==> src/rtl/mac_pkg.sv <==
// Shared constants and helpers for the MAC + ReLU datapath: default operand width,
// product/accumulator width and the signed saturation bounds for a given width.
package mac_pkg;

  localparam int MAC_DATA_W = 32;

  // The product and the internal accumulator both carry twice the operand width.
  function automatic int prod_w(input int w);
    return 2 * w;
  endfunction

  // Largest positive value of a w-bit two's-complement number (w <= 128).
  function automatic logic [127:0] sat_max(input int w);
    return (128'd1 << (w - 1)) - 128'd1;
  endfunction

  // Most negative value of a w-bit two's-complement number, as a w-bit pattern.
  function automatic logic [127:0] sat_min(input int w);
    return 128'd1 << (w - 1);
  endfunction

endpackage

==> src/rtl/relu_unit.sv <==
// Purely combinational ReLU: passes a non-negative two's-complement value through
// and forces negative values (MSB set) to zero.
module relu_unit
  import mac_pkg::*;
#(
  parameter int DATA_W = MAC_DATA_W
) (
  input  logic [DATA_W-1:0] mac_acc,
  output logic [DATA_W-1:0] relu_acc
);

  assign relu_acc = mac_acc[DATA_W-1] ? '0 : mac_acc;

endmodule

==> src/rtl/mac_relu_unit.sv <==
// Two-stage signed multiply-accumulate with ReLU output. Build with MAC_SATURATE_EN
// defined to clamp acc to the DATA_W signed range; otherwise acc wraps.
module mac_relu_unit
  import mac_pkg::*;
#(
  parameter int DATA_W = MAC_DATA_W
) (
  input  logic              clk,
  input  logic              rst,
  input  logic              clr,
  input  logic              enable,
  input  logic [DATA_W-1:0] a,
  input  logic [DATA_W-1:0] b,
  output logic [DATA_W-1:0] acc,
  output logic [DATA_W-1:0] relu_acc,
  output logic              valid
);

  localparam int PROD_W = prod_w(DATA_W);

  // Handshake: enable=1 at an edge samples a/b; there is no backpressure. valid is high
  // for exactly the one cycle following each accumulator update, and clr (or reset)
  // drops any product still in flight so it never produces a valid pulse.

  logic [PROD_W-1:0] prod_full;
  logic [PROD_W-1:0] prod_q, prod_d;
  logic              pvld_q, pvld_d;
  logic [PROD_W-1:0] sum_q, sum_d;
  logic              vld_q, vld_d;

  // Sign-extending both operands makes the low PROD_W bits of an unsigned multiply
  // equal to the exact signed product.
  assign prod_full = {{DATA_W{a[DATA_W-1]}}, a} * {{DATA_W{b[DATA_W-1]}}, b};

  always_comb begin
    prod_d = prod_q;
    pvld_d = 1'b0;
    sum_d  = sum_q;
    vld_d  = 1'b0;
    if (clr) begin
      sum_d = '0;
    end else begin
      if (enable) begin
        prod_d = prod_full;
        pvld_d = 1'b1;
      end
      if (pvld_q) begin
        sum_d = sum_q + prod_q;
        vld_d = 1'b1;
      end
    end
  end

  always_ff @(posedge clk or negedge rst) begin
    if (!rst) begin
      prod_q <= '0;
      pvld_q <= 1'b0;
      sum_q  <= '0;
      vld_q  <= 1'b0;
    end else begin
      prod_q <= prod_d;
      pvld_q <= pvld_d;
      sum_q  <= sum_d;
      vld_q  <= vld_d;
    end
  end

`ifdef MAC_SATURATE_EN
  localparam logic [DATA_W-1:0] SAT_MAX = DATA_W'(sat_max(DATA_W));
  localparam logic [DATA_W-1:0] SAT_MIN = DATA_W'(sat_min(DATA_W));

  // The sum fits in DATA_W bits exactly when its top DATA_W+1 bits are all equal.
  logic [DATA_W:0] sum_top;
  assign sum_top = sum_q[PROD_W-1:DATA_W-1];

  always_comb begin
    acc = sum_q[DATA_W-1:0];
    if (!((&sum_top) || !(|sum_top))) begin
      acc = sum_q[PROD_W-1] ? SAT_MIN : SAT_MAX;
    end
  end
`else
  assign acc = sum_q[DATA_W-1:0];
`endif

  assign valid = vld_q;

  relu_unit #(
    .DATA_W(DATA_W)
  ) u_relu (
    .mac_acc (acc),
    .relu_acc(relu_acc)
  );

endmodule

==> config.mk <==
export PLATFORM = sky130hd
export DESIGN_NAME = mac_relu_unit
export DESIGN_NICKNAME = d
export VERILOG_FILES = /design/src/rtl/mac_pkg.sv /design/src/rtl/relu_unit.sv /design/src/rtl/mac_relu_unit.sv
export SDC_FILE = /design/constraint.sdc
export NUM_CORES = 1
export LEC_CHECK = 0
export CAP_MARGIN = 20
export CORE_MARGIN = 4
export CORE_UTILIZATION = 45
export DETAILED_ROUTE_END_ITERATION = 10
export PLACE_DENSITY = 0.7
export SLEW_MARGIN = 0
export SYNTH_ARGS = -nofsm -noshare
export SYNTH_HDL_FRONTEND = slang
export SYNTH_SLANG_ARGS = --single-unit
==> constraint.sdc <==
create_clock -name clk -period 2.9 [get_ports clk]
set_input_delay 0.29 -clock clk [delete_from_list [all_inputs] [get_ports clk]]
set_output_delay 0.29 -clock clk [all_outputs]
set_load 0.02 [all_outputs]
==> metrics list <==
- Primary flip-flop cell chosen by synthesis mapping: sky130_fd_sc_hd__dfrtp_1
- Mapped Cells: 2287
* CTS clk-pin slew, worst paths: 0.06 ns
- Routed signal wires occupy layers up through met4.
- Timing analysis after detailed placement gives a worst setup slack of -4.57 ns.
- After synthesis, the cell types taking the most area are sky130_fd_sc_hd__fa_1, sky130_fd_sc_hd__ha_1, sky130_fd_sc_hd__and2_1.
* Xor and xnor area share after synthesis: 4.58%
- Summing the areas of all compound-gate instances in the mapped netlist gives 6.22% of the synthesized area.
- The final layout contains routed wiring with a total length of 62900 um.
- Tot GR Track Use: 25.3%
- Starting density of the core: 45.9%
- The largest individual stage delay along the critical path comes from the cell sky130_fd_sc_hd__fa_1.
- CP top delay family: adder cells
- Max-cap violations in this run came to 0.
- Max Transition Viols Final: 0
- Worst Hold Slack: -0.0148 ns
- Critical path startpoint category: input pin
- The wire-length estimate of the detail-placed layout is 46000 um.
* CP Cell Sequence: buf_2 -> buf_12 -> and2_1 -> fa_1 -> inv_1 -> fa_1 -> fa_1 -> fa_1 -> fa_1 -> inv_2 -> fa_1 -> fa_1 -> inv_1 -> fa_1 -> inv_2 -> ha_4 -> and3_4 -> buf_4 -> a311oi_4 -> o21ai_2 -> a211oi_2 -> mux2i_1 -> o311ai_1
* Slowest stage delay, CP: 0.54 ns
- DRC viols: 0
- The worst path in the final design needs a cycle of 6.54 ns, including I/O delays and setup.
- Maximum number of pins on one net before global-route repair: 44
- After detailed routing, the number of vias per cell comes to 5.26.
- Row Count: 77
- Overall overflow remaining after global route: 0
- The critical path crosses 23 cells after its start point.
- Least setup slack across all paths after layout: -3.64 ns
* Unrepaired setup endpoints after global routing: true
- The congestion estimate from routability-driven global placement came to 0.925.
- In the detailed route, the total length drawn on met2 is 30900 um.
- Highest achievable clock rate: 153 MHz
- The number of global-route vias before repair was 18.7k.
- Number of top-level pins: 133
- Detail Route met3 WL: 4400 um
- Library cell with the largest summed area after synthesis: sky130_fd_sc_hd__fa_1
- The share of the Yosys chip area taken by registers is 8.06%.
* Root Buffer Master: sky130_fd_sc_hd__clkbuf_16
- The floorplan step defined a die boundary enclosing 49000 um2.
- The worst setup path is captured at a flip-flop.
* Post-detailed-route wirelength per cell: 19.2 um
- Final Net Count: 3330
- Maximum buffer depth of the clock tree: 2
- The floorplan step set the die width to 221 um.
- At the pin with the least slew margin, the transition time is 1.03 ns.
- Counting tap cells, the placed design contains a total of 3152 instances.
* I/O Buffers: 131
- Post-detailed-route count of antenna-violating nets: 0
* Detailed-route via count: 17.2k
- Crit share post-route: 225%
* Synth warn: 0
- CP Max Fanout: 11
- Area fraction of the dominant cell type after synthesis: 40.0%
- Type of the tightest min-delay check: in -> async
- The first global-routing pass estimated 99300 um of wire.
- Clock tree from TritonCTS: done
- CP arrival: 6.74 ns
* Initial antenna violation count: 1
- The portion of synthesized area spent on multiplexers is 0.904%.
- Sink count of the clock tree: 66
* Height of the die: 221 um
* Area growth from synthesis to final layout: 34.6%
- In this run, CTS created clock tree buffers numbering 9.
- Iteration-0 DRC count of the detailed router: 1185
- Yosys mapped the design onto 67 distinct sky130hd cell types.
* Worst Path Buf+Inv: 7
* Area fraction in and, or, nand and nor cells after synthesis: 18.8%
- Of the total synthesized cell area, the portion taken by full adders, half adders and majority gates is 51.0%.
* Netlist Area Pre-Place: 20500 um2
- Counting stages on the worst path, the most repeated cell is sky130_fd_sc_hd__fa_1.
- H-Tree Depth: 3
- Headroom to the max-slew limit came out at 31.2%.
- Across the routed clock network, the largest skew measured is 0.00985 ns.
* Clock insertion delay at the later pin of the skew report: 0.33 ns
- Failing checks: hold timing, setup timing
- For this block, wires on met1 add up to 23600 um.
- Share of final-layout standard cells stronger than drive strength 1: 25.8%
- The hold violation total from the final report was 22.
- Worst reg2reg path depth: 11
- Dominant combinational cell family by area after synthesis: adder cells
- After synthesis, the share of flip-flops with an asynchronous set or reset is 100%.
- Status: complete, but fails checks
- Fill cells in the final layout number 3484.
* Synthesized area divided by synthesized cell count: 8.96 um2
- The finished layout holds 3270 standard cells, fillers aside.
- The number of nets in the synthesized netlist is 2945.
- The floorplan step defined a core boundary enclosing 44600 um2.
* Final setup violating endpoints: 30
* Synth Register Bits: 66
- Classification of the worst setup path: in -> reg
* Worst path required time: 3.10 ns
- 1st-pass router iterations: 7
- Yosys mapped a number of flops with a built-in enable equal to 0.
==> layer usage <==
metal	global-route usage, %	vias up
li1	-	7648
met1	31.1	8568
met2	43.6	741
met3	3.64	236
met4	12.7	0
met5	0	-
==> cells in the mapped netlist (all sizes together) (13+ instances only) <==
cell type / count
and2: 304
xor2: 30
a211oi: 13
clkbuf: 104
nand3: 13
inv: 460
mux2i: 17
nor2: 44
xnor2: 77
fa: 409
dfrtp: 66
nand2: 301
a21oi: 39
nor2b: 33
ha: 181
o21ai: 48
a21o: 30
==> state kept, by name, indices dropped and copies added (netlist names) <==
name    flops
valid       1
pvld_q      1
sum_q      32
prod_q     32
==> cells in the final DEF, fill, tap and decap left out, types with 29 or more instances in the layout <==
master	Yosys	routed
sky130_fd_sc_hd__a21o_1	29	29
sky130_fd_sc_hd__and2_1	304	267
sky130_fd_sc_hd__and2_4	0	36
sky130_fd_sc_hd__buf_12	0	36
sky130_fd_sc_hd__buf_4	1	229
sky130_fd_sc_hd__buf_6	0	69
sky130_fd_sc_hd__clkdlybuf4s50_1	0	81
sky130_fd_sc_hd__dfrtp_1	66	65
sky130_fd_sc_hd__fa_1	409	357
sky130_fd_sc_hd__fa_2	0	52
sky130_fd_sc_hd__ha_1	181	130
sky130_fd_sc_hd__ha_4	0	49
sky130_fd_sc_hd__inv_1	460	410
sky130_fd_sc_hd__inv_2	0	50
sky130_fd_sc_hd__nand2_1	301	282
sky130_fd_sc_hd__nor2_1	44	42
sky130_fd_sc_hd__nor2b_1	33	32
sky130_fd_sc_hd__xnor2_1	77	66
==> final cells by class <==
cell class | instances | area [um2] | area share, %
multi-input combinational | 1654 | 18100 | 65.6
timing repair buffer | 481 | 5050 | 18.3
inverter | 460 | 1730 | 6.26
sequential | 66 | 1650 | 6.00
tap | 592 | 741 | 2.69
clock buffer | 15 | 298 | 1.08
clock inverter | 1 | 5.00 | 0.0182
antenna | 1 | 2.50 | 0.00908
==> logic make-up (layout without fill, tap and decap cells) <==
| family | count (synthesis) | after routing |
|---|---|---|
| AO/OA/AOI/OAI | 186 | 186 |
| XOR/XNOR | 107 | 107 |
| adder cells (fa/ha/maj) | 590 | 590 |
| buffers and inverters | 567 | 957 |
| flip-flops | 66 | 66 |
| multiplexers | 18 | 18 |
| other | 1 | 2 |
| AND/OR/NAND/NOR | 752 | 752 |
==> repair_timing <==
action,CTS,global route
hold buffers,0,0
buffers inserted,73,18
cloned,21,0
resized for setup,434,114
setup endpoints to repair,33,37
pin swaps,155,100
==> per-stage QoR <==
stage | setup TNS, ns | instance area [um2] | util [%]
floorplan | -68.45 | 21200 | -
global placement | -92.30 | 24800 | 55.6
detailed placement | -95.20 | 24800 | 55.6
CTS | -73.30 | 27000 | 60.5
global route | -79.02 | 27600 | 61.8
finish | -74.00 | 27600 | 61.8
==> path summary, 6_finish.rpt <==
| path | startpoint | to | slack, ns |
|---|---|---|---|
| min reg2reg | prod_q[4]$_DFFE_PN0P_ | prod_q[4]$_DFFE_PN0P_ | 0.48 |
| max | b[11] | prod_q[30]$_DFFE_PN0P_ | -3.64 |
| max reg2reg | prod_q[1]$_DFFE_PN0P_ | sum_q[26]$_DFFE_PN0P_ | -0.04 |
| min in group clk | prod_q[4]$_DFFE_PN0P_ | prod_q[4]$_DFFE_PN0P_ | 0.48 |
| max in group asynchronous | rst | prod_q[1]$_DFFE_PN0P_ | 2.29 |
| min | rst | sum_q[31]$_DFFE_PN0P_ | -0.01 |
Power is left out: the tool's default activity adds up to more than one toggle a clock period on the data nets, which glitch-free logic cannot reach.
